`src/rtl/arm_cmd_receiver.sv`:
```
// Receive-side decoder for the 5-bit FPGA-to-arm command bus: synchronizes and
// debounces the strobe, validates the one-hot code, tracks protocol order, hands commands off.
module arm_cmd_receiver #(
    parameter int DEBOUNCE_CYCLES = 16
) (
    input  logic       clock_50,
    input  logic       reset,
    input  logic [4:0] sig_in,
    input  logic       cmd_ready,
    input  logic       err_clear,
    output logic       cmd_valid,
    output logic [1:0] cmd,
    output logic [3:0] cmd_onehot,
    output logic       bad_code,
    output logic       overrun,
    output logic       seq_error,
    output logic [7:0] err_count,
    output logic [1:0] phase
);

    localparam logic [7:0] C_DEB = 8'(DEBOUNCE_CYCLES);

    typedef enum logic [1:0] {S_DISARMED, S_ARMED, S_RISE_CNT} state_t;

    logic [4:0] r_sync1, r_sync2;
    state_t     r_state;
    logic [7:0] r_cnt;
    logic       r_qualify;

    logic       r_cmd_valid;
    logic [1:0] r_cmd;
    logic [3:0] r_cmd_onehot;
    logic       r_bad_code;
    logic       r_overrun;
    logic       r_seq_error;
    logic [7:0] r_err_count;
    logic [1:0] r_phase;

    logic       w_strobe;
    logic [3:0] w_code;
    logic [7:0] w_cnt_inc;
    logic       w_onehot;
    logic [1:0] w_enc;
    logic       w_can_load;
    logic       w_load;
    logic       w_bad;
    logic       w_ovr;
    logic       w_seq_err;
    logic       w_err_evt;

    always_ff @(posedge clock_50) begin
        if (reset) begin
            r_sync1 <= '0;
            r_sync2 <= '0;
        end else begin
            r_sync1 <= sig_in;
            r_sync2 <= r_sync1;
        end
    end

    assign w_strobe  = r_sync2[0];
    assign w_code    = r_sync2[4:1];
    assign w_cnt_inc = r_cnt + 8'd1;

    // Strobe debounce: must see DEBOUNCE_CYCLES lows to arm, then DEBOUNCE_CYCLES highs to qualify.
    always_ff @(posedge clock_50) begin
        if (reset) begin
            r_state   <= S_DISARMED;
            r_cnt     <= '0;
            r_qualify <= 1'b0;
        end else begin
            r_qualify <= 1'b0;
            case (r_state)
                S_DISARMED: begin
                    if (w_strobe) begin
                        r_cnt <= '0;
                    end else if (w_cnt_inc == C_DEB) begin
                        r_state <= S_ARMED;
                        r_cnt   <= '0;
                    end else begin
                        r_cnt <= w_cnt_inc;
                    end
                end
                S_ARMED: begin
                    if (w_strobe) begin
                        if (C_DEB == 8'd1) begin
                            r_qualify <= 1'b1;
                            r_state   <= S_DISARMED;
                            r_cnt     <= '0;
                        end else begin
                            r_state <= S_RISE_CNT;
                            r_cnt   <= 8'd1;
                        end
                    end
                end
                S_RISE_CNT: begin
                    if (!w_strobe) begin
                        r_state <= S_ARMED;
                        r_cnt   <= '0;
                    end else if (w_cnt_inc == C_DEB) begin
                        r_qualify <= 1'b1;
                        r_state   <= S_DISARMED;
                        r_cnt     <= '0;
                    end else begin
                        r_cnt <= w_cnt_inc;
                    end
                end
                default: begin
                    r_state <= S_DISARMED;
                    r_cnt   <= '0;
                end
            endcase
        end
    end

    assign w_onehot = (w_code != 4'd0) && ((w_code & (w_code - 4'd1)) == 4'd0);

    always_comb begin
        w_enc = 2'd0;
        case (w_code)
            4'b1000: w_enc = 2'd1;
            4'b0100: w_enc = 2'd2;
            4'b0001: w_enc = 2'd3;
            default: w_enc = 2'd0;
        endcase
    end

    // A handshake completing this cycle frees the slot for a new command.
    assign w_can_load = !r_cmd_valid || cmd_ready;
    assign w_load     = r_qualify && w_onehot && w_can_load;
    assign w_bad      = r_qualify && !w_onehot;
    assign w_ovr      = r_qualify && w_onehot && !w_can_load;
    assign w_seq_err  = w_load && (w_enc != 2'd0) && (w_enc != r_phase);
    assign w_err_evt  = w_bad || w_ovr || w_seq_err;

    always_ff @(posedge clock_50) begin
        if (reset) begin
            r_cmd_valid  <= 1'b0;
            r_cmd        <= '0;
            r_cmd_onehot <= '0;
            r_bad_code   <= 1'b0;
            r_overrun    <= 1'b0;
            r_seq_error  <= 1'b0;
            r_err_count  <= '0;
            r_phase      <= '0;
        end else begin
            r_bad_code <= w_bad;

            if (w_load) begin
                r_cmd_valid  <= 1'b1;
                r_cmd        <= w_enc;
                r_cmd_onehot <= w_code;
                r_phase      <= w_enc + 2'd1;
            end else if (r_cmd_valid && cmd_ready) begin
                r_cmd_valid <= 1'b0;
            end

            if (w_ovr) begin
                r_overrun <= 1'b1;
            end else if (err_clear) begin
                r_overrun <= 1'b0;
            end

            if (w_seq_err) begin
                r_seq_error <= 1'b1;
            end else if (err_clear) begin
                r_seq_error <= 1'b0;
            end

            // An error event coinciding with a clear restarts the count at one.
            if (w_err_evt) begin
                if (err_clear) begin
                    r_err_count <= 8'd1;
                end else if (r_err_count != 8'hFF) begin
                    r_err_count <= r_err_count + 8'd1;
                end
            end else if (err_clear) begin
                r_err_count <= '0;
            end
        end
    end

    assign cmd_valid  = r_cmd_valid;
    assign cmd        = r_cmd;
    assign cmd_onehot = r_cmd_onehot;
    assign bad_code   = r_bad_code;
    assign overrun    = r_overrun;
    assign seq_error  = r_seq_error;
    assign err_count  = r_err_count;
    assign phase      = r_phase;

endmodule

```
`config.mk`:
```
export PLATFORM = sky130hd
export DESIGN_NAME = arm_cmd_receiver
export DESIGN_NICKNAME = d
export VERILOG_FILES = /design/src/rtl/arm_cmd_receiver.sv
export SDC_FILE = /design/constraint.sdc
export NUM_CORES = 1
export LEC_CHECK = 0
export ABC_AREA = 1
export BUFFER_PORTS_ARGS = -buffer_cell sky130_fd_sc_hd__buf_2
export CORE_AREA = 5 5 71 73
export CTS_BUF_LIST = sky130_fd_sc_hd__clkbuf_2 sky130_fd_sc_hd__clkbuf_4 sky130_fd_sc_hd__clkbuf_8
export DETAILED_ROUTE_END_ITERATION = 16
export DIE_AREA = 0 0 76 78
export GPL_ROUTABILITY_DRIVEN = 0
export PLACE_DENSITY = 0.71
export SLEW_MARGIN = 20
export SYNTH_ARGS = -nofsm -noshare
export SYNTH_HDL_FRONTEND = slang
export SYNTH_SLANG_ARGS = --single-unit
```
`constraint.sdc`:
```
create_clock -name clock_50 -period 2.6 [get_ports clock_50]
set_clock_uncertainty 0.15 [all_clocks]
set_input_delay 0.13 -clock clock_50 [delete_from_list [all_inputs] [get_ports clock_50]]
set_output_delay 0.13 -clock clock_50 [all_outputs]
set_load 0.03 [all_outputs]
```
## Yosys cells after proc, flatten, opt, wreduce, memory -nomap -nowiden

Cells that the tools add are included.

| storage, ports and cells | value |
|---|---|
| bits in registers | 41 |
| word-level logic and storage cells | 80 |
| input port bits | 9 |

| operators by class | value |
|---|---|
| bitwise gates (word level) | 3 |
| add/sub/neg operators | 4 |
| reductions and logical operators | 26 |
| equality and inequality tests | 12 |
| mux-type cells | 22 |

Operators by type and width:

| operator | number |
|---|---|
| 8-bit two-way mux | 8 |
| 8-bit case mux with 3 select lines | 1 |
| 8-bit by 1-bit adder with 8-bit output, second input constant | 2 |
| 2-bit case mux with 3 select lines | 2 |
| 2-bit nonzero test | 6 |
| 2-bit two-way mux | 5 |
| 8-bit by 5-bit == test with 1-bit output, second input constant | 1 |
| 1-bit logical AND | 8 |
| 8-bit inequality test, second input constant | 1 |
| 1-bit two-way mux | 6 |
| 2-bit inequality test, second input constant | 3 |
| 4-bit AND | 1 |
| 4-bit by 1-bit == test with 1-bit output, second input constant | 1 |
| 4-bit by 3-bit == test with 1-bit output, second input constant | 1 |
| 4-bit == test, second input constant | 1 |
| 4-bit logical NOT | 1 |
| 4-bit AND reduction | 1 |
| 4-bit nonzero test | 1 |
| 4-bit by 1-bit subtractor with 4-bit output, second input constant | 1 |
| 1-bit logical NOT | 3 |
| 1-bit logical OR | 3 |
| 3-bit inequality test, second input constant | 1 |
| 3-bit OR reduction | 1 |
| 2-bit by 1-bit adder with 2-bit output, second input constant | 1 |
| 6 further kinds | 7 |

## Depth between registers and ports, before layout

| depth | value |
|---|---|
| depth after elaboration | 11 |
| depth in mapped cells | 12 |
| gate-level depth less buffers | 12 |

## Least setup slack after synthesis

OpenSTA, ideal clock, no wires.

| path | value |
|---|---|
| path kind | flip-flop to flip-flop |
| start point | reg r_err_count[0], in the netlist err_count[0] |
| end point | reg r_err_count[0], in the netlist err_count[0] |
| path buffers | 0 |
| library setup time | 0.132 ns |
| path slack | 0.644 ns |
| arrival | 1.674 ns |
| clock period less this slack | 1.956 ns |
| required time | 2.318 ns |
| cell stages (with the launch flop) | 9 |
| cell sequence | dfxtp_1 ha_1 nand2_1 nor2_2 inv_1 nor3_2 nand2_1 o211ai_1 a21oi_1 |

| between the ends | value |
|---|---|
| longest elaborated chain between the ends | 4 |

Ends and longest elaborated chain:

| element | line | source |
|---|---|---|
| start: declaration | 36 | `logic [7:0] r_err_count;` |
| start signal: assignment | 175 | `r_err_count <= r_err_count + 8'd1;` |
| 8-bit by 1-bit adder with 8-bit output | 175 |  |
| 8-bit two-way mux | 174 | `end else if (r_err_count != 8'hFF) begin` |
| 8-bit two-way mux | 172 | `if (err_clear) begin` |
| 8-bit two-way mux | 171 | `if (w_err_evt) begin` |

Parallel ways exist; a longest one is shown, timed or not. The select of a mux whose other input is x is not followed.
A chain may end at the register's enable or synchronous reset.

## Worst setup path in the final report

Ends and elaborated chain as after synthesis.

==> results.md <==
* Outcome: complete, no violations
* CP Buf/Inv Count at 1
* Headroom to the max-slew limit at 59.4%
* Leakage at slightly above 1 nW
* Fin util at 53.7%
* TritonCTS Buffers at 5
* Clock Path Buffers at 2
* Critical path class: reg2reg
* DP Cell Count at 337
* Clock sink count at 41
* CORE AREA at 4290 um2
* Commonest non-fill, non-tap cells in the layout: 54 x nand2_1, 41 x dfxtp_1, 36 x inv_1
* CP cell instances: ha_1 > nand2_1 > nor2_2 > inv_1 > nor3_2 > nand2_1 > o211ai_1 > a21oi_1
* HP Class: in2reg
* Crit path DAT at between 1.5 and 2 ns
* Iteration-0 DRC Markers at ~130
* Die area at roughly 5900 um2
* Total GRT Usage at 13.2%
* DRT antenna net count at 0
* Fin cells at 351
* # DRC at 0
* Clk_lat worst skew at 0.29 ns
* I/O Buffers at 28
* Most frequent CP cell: nand2_1
* Top-area cell type share of the netlist area at between 40% and 50%
* Routed vias at ~1700
* Area delta synth->final at 18.7%
* CP endpoint kind: flip-flop
* FFs w/ async S/R, synth at 0%
* Crit-path max FO at 7
* Commonest non-fill, non-tap cell in the layout: nand2_1
* Hold Violations, Final at 0
* H-Tree Depth at 2
* Detail Placement HPWL at about 2.6 mm
* Synthesized netlist cell count at about 260
* EDFF count, synth at 0
* Final net count at just over 300
* Initial core utilization at a little under half
* CP delay by family, top: simple AND/OR/NAND/NOR gates
* Register area share after synthesis at a little over two fifths
* Die X at about 76 um
* Area leader, netlist: dfxtp_1
* Largest net degree at the start of global routing at 31
* Row cnt at 24
* Final-report max-slew violation count at 0
* Synthesized cell area at a little under 2000 um2
* Routed WL per cell at roughly 11 um
* Syn_nets at approximately 270
* Max VDD drop at approximately 0.26 mV
* CTS tree: done
* RSZ-0062 raised after global routing: false
* Final WL at 3.72 mm
* Synth Warn # at 0
* Vias per std cell at approximately 5
* CP max-delay cell: dfxtp_1
* Actual slew at the worst max-slew pin at 0.607 ns
* Cell Pwr Density at roughly 530 nW/um2
* Antenna diodes at 0
* DP Area at 2130 um2
* Top cells by area, synth: dfxtp_1 42%, nand2_1 10%, inv_1 7.0%
* Flops & latches, synth at a little over 40
* Clock tree root buffer cell: clkbuf_8
* Clock-pin slew of the registers on the worst-case setup and hold paths at approximately 0.080 ns
* First-pass GRT wire length at about 6.6 mm
* Vias in the first global route at between 1500 and 2000
* Die height at 78 um
* CP Launch Type: flip-flop
* Top FF cell, synth: dfxtp_1
* Min cycle time layout at 1.90 ns
* Syn Area/Cell at between 7 and 8 um2
* Final setup vio count at 0
* FMAX at roughly 0.53 GHz
* Cell variety after synth at 31
* WP data required at 2.61 ns
* Period utilisation layout at 72.9%
* DR pass1 iterations at 4
* Layout cells sized above 1 at around a fifth
* Setup TNS at 0 ns
* Slowest stage delay, CP at around 0.40 ns
* Count of max-cap constraint violations at 0
* Ports at 29
* Design area at roughly 2300 um2
* Grt total ovfl at 0
* Initial antenna violation count at 0
-- metrics by stage --
stage          total power, W  setup WS [ns]  hold WS, ns
6_report              0.00123          0.704       0.0448
5_1_grt               0.00128          0.527       0.0770
4_1_cts               0.00125          0.706       0.0269
3_5_place_dp         0.000727          0.713        0.185
3_3_place_gp         0.000727          0.774        0.183
2_1_floorplan        0.000710          0.644       0.0816
-- repair_timing --
item | 4_1_cts | 5_1_grt
resized for setup | 0 | 0
hold endpoints to repair | 6 | 0
buffers inserted | 0 | 0
hold buffers | 6 | 0
-- worst min-delay path: cells and delay by family --
kind,cells,cell delay [ns]
buffers and inverters,1,0.12
AOI/OAI and AO/OA,1,0.03
and+or+nand+nor,2,0.16
-- cell families after synthesis --
| kind of cell | count (synthesis) | share of synthesized area [%] |
|---|---|---|
| AO/OA/AOI/OAI | 40 | 11.6 |
| adder cells (fa/ha/maj) | 3 | 1.93 |
| AND/OR/NAND/NOR | 132 | 34.7 |
| buffers and inverters | 42 | 8.18 |
| flip-flops | 41 | 42.2 |
| XOR/XNOR | 3 | 1.35 |
-- metal layers --
layer / share of wire, % / vias up / global-route usage, %
met2: 48 / 37 / 21.7
met3: 4.4 / 2 / 3.47
met1: 46 / 772 / 16.2
met5: 0 / - / 0
li1: - / 913 / -
met4: 1.1 / 0 / 6.23
-- cell usage after synthesis (all sizes together), types with 2 or more instances --
library cell / number
nand2: 61
dfxtp: 41
inv: 37
nor2: 37
a21oi: 22
nand3: 15
o21ai: 12
nand4: 6
nor3: 5
nand3b: 4
or2: 4
clkbuf: 3
ha: 3
xor2: 3
a31oi: 2
-- power by group --
| group | leakage (nW) | internal (W) | switching, W |
|---|---|---|---|
| Clock | 0.0543 | 0.000287 | 0.000225 |
| Sequential | 0.333 | 0.000638 | 0.00000736 |
| Combinational | 0.634 | 0.0000281 | 0.0000453 |
-- cell type report --
class                           count  area [um2]
Clock buffer                        5        68.8
Clock inverter                      3        46.3
Fill cell                         403        1990
Inverter                           38         143
Multi-Input combinational cell    178         963
Sequential cell                    41         821
Tap cell                           52        65.1
Timing Repair Buffer               34         200
-- path summary, 6_finish.rpt --
kind | from | endpoint | slack [ns] | cells past startpoint
setup / recovery | err_count[0] | err_count[0] | 0.70 | 8
hold reg to reg | r_sync1[1] | r_sync2[1] | 0.25 | 2
hold / removal | err_clear | err_count[7] | 0.04 | 4
setup reg to reg | err_count[0] | err_count[0] | 0.70 | 8
-- sequential cells by signal, indices dropped and copies added, names as in the netlist --
| signal | cells |
|---|---|
| cmd | 2 |
| overrun | 1 |
| r_sync1 | 5 |
| r_state | 2 |
| err_count | 8 |
| cmd_onehot | 4 |
| cmd_valid | 1 |
| r_sync2 | 5 |
| r_cnt | 8 |
| seq_error | 1 |
| phase | 2 |
| r_qualify | 1 |
| bad_code | 1 |
Power figures use the tool's default switching activity.
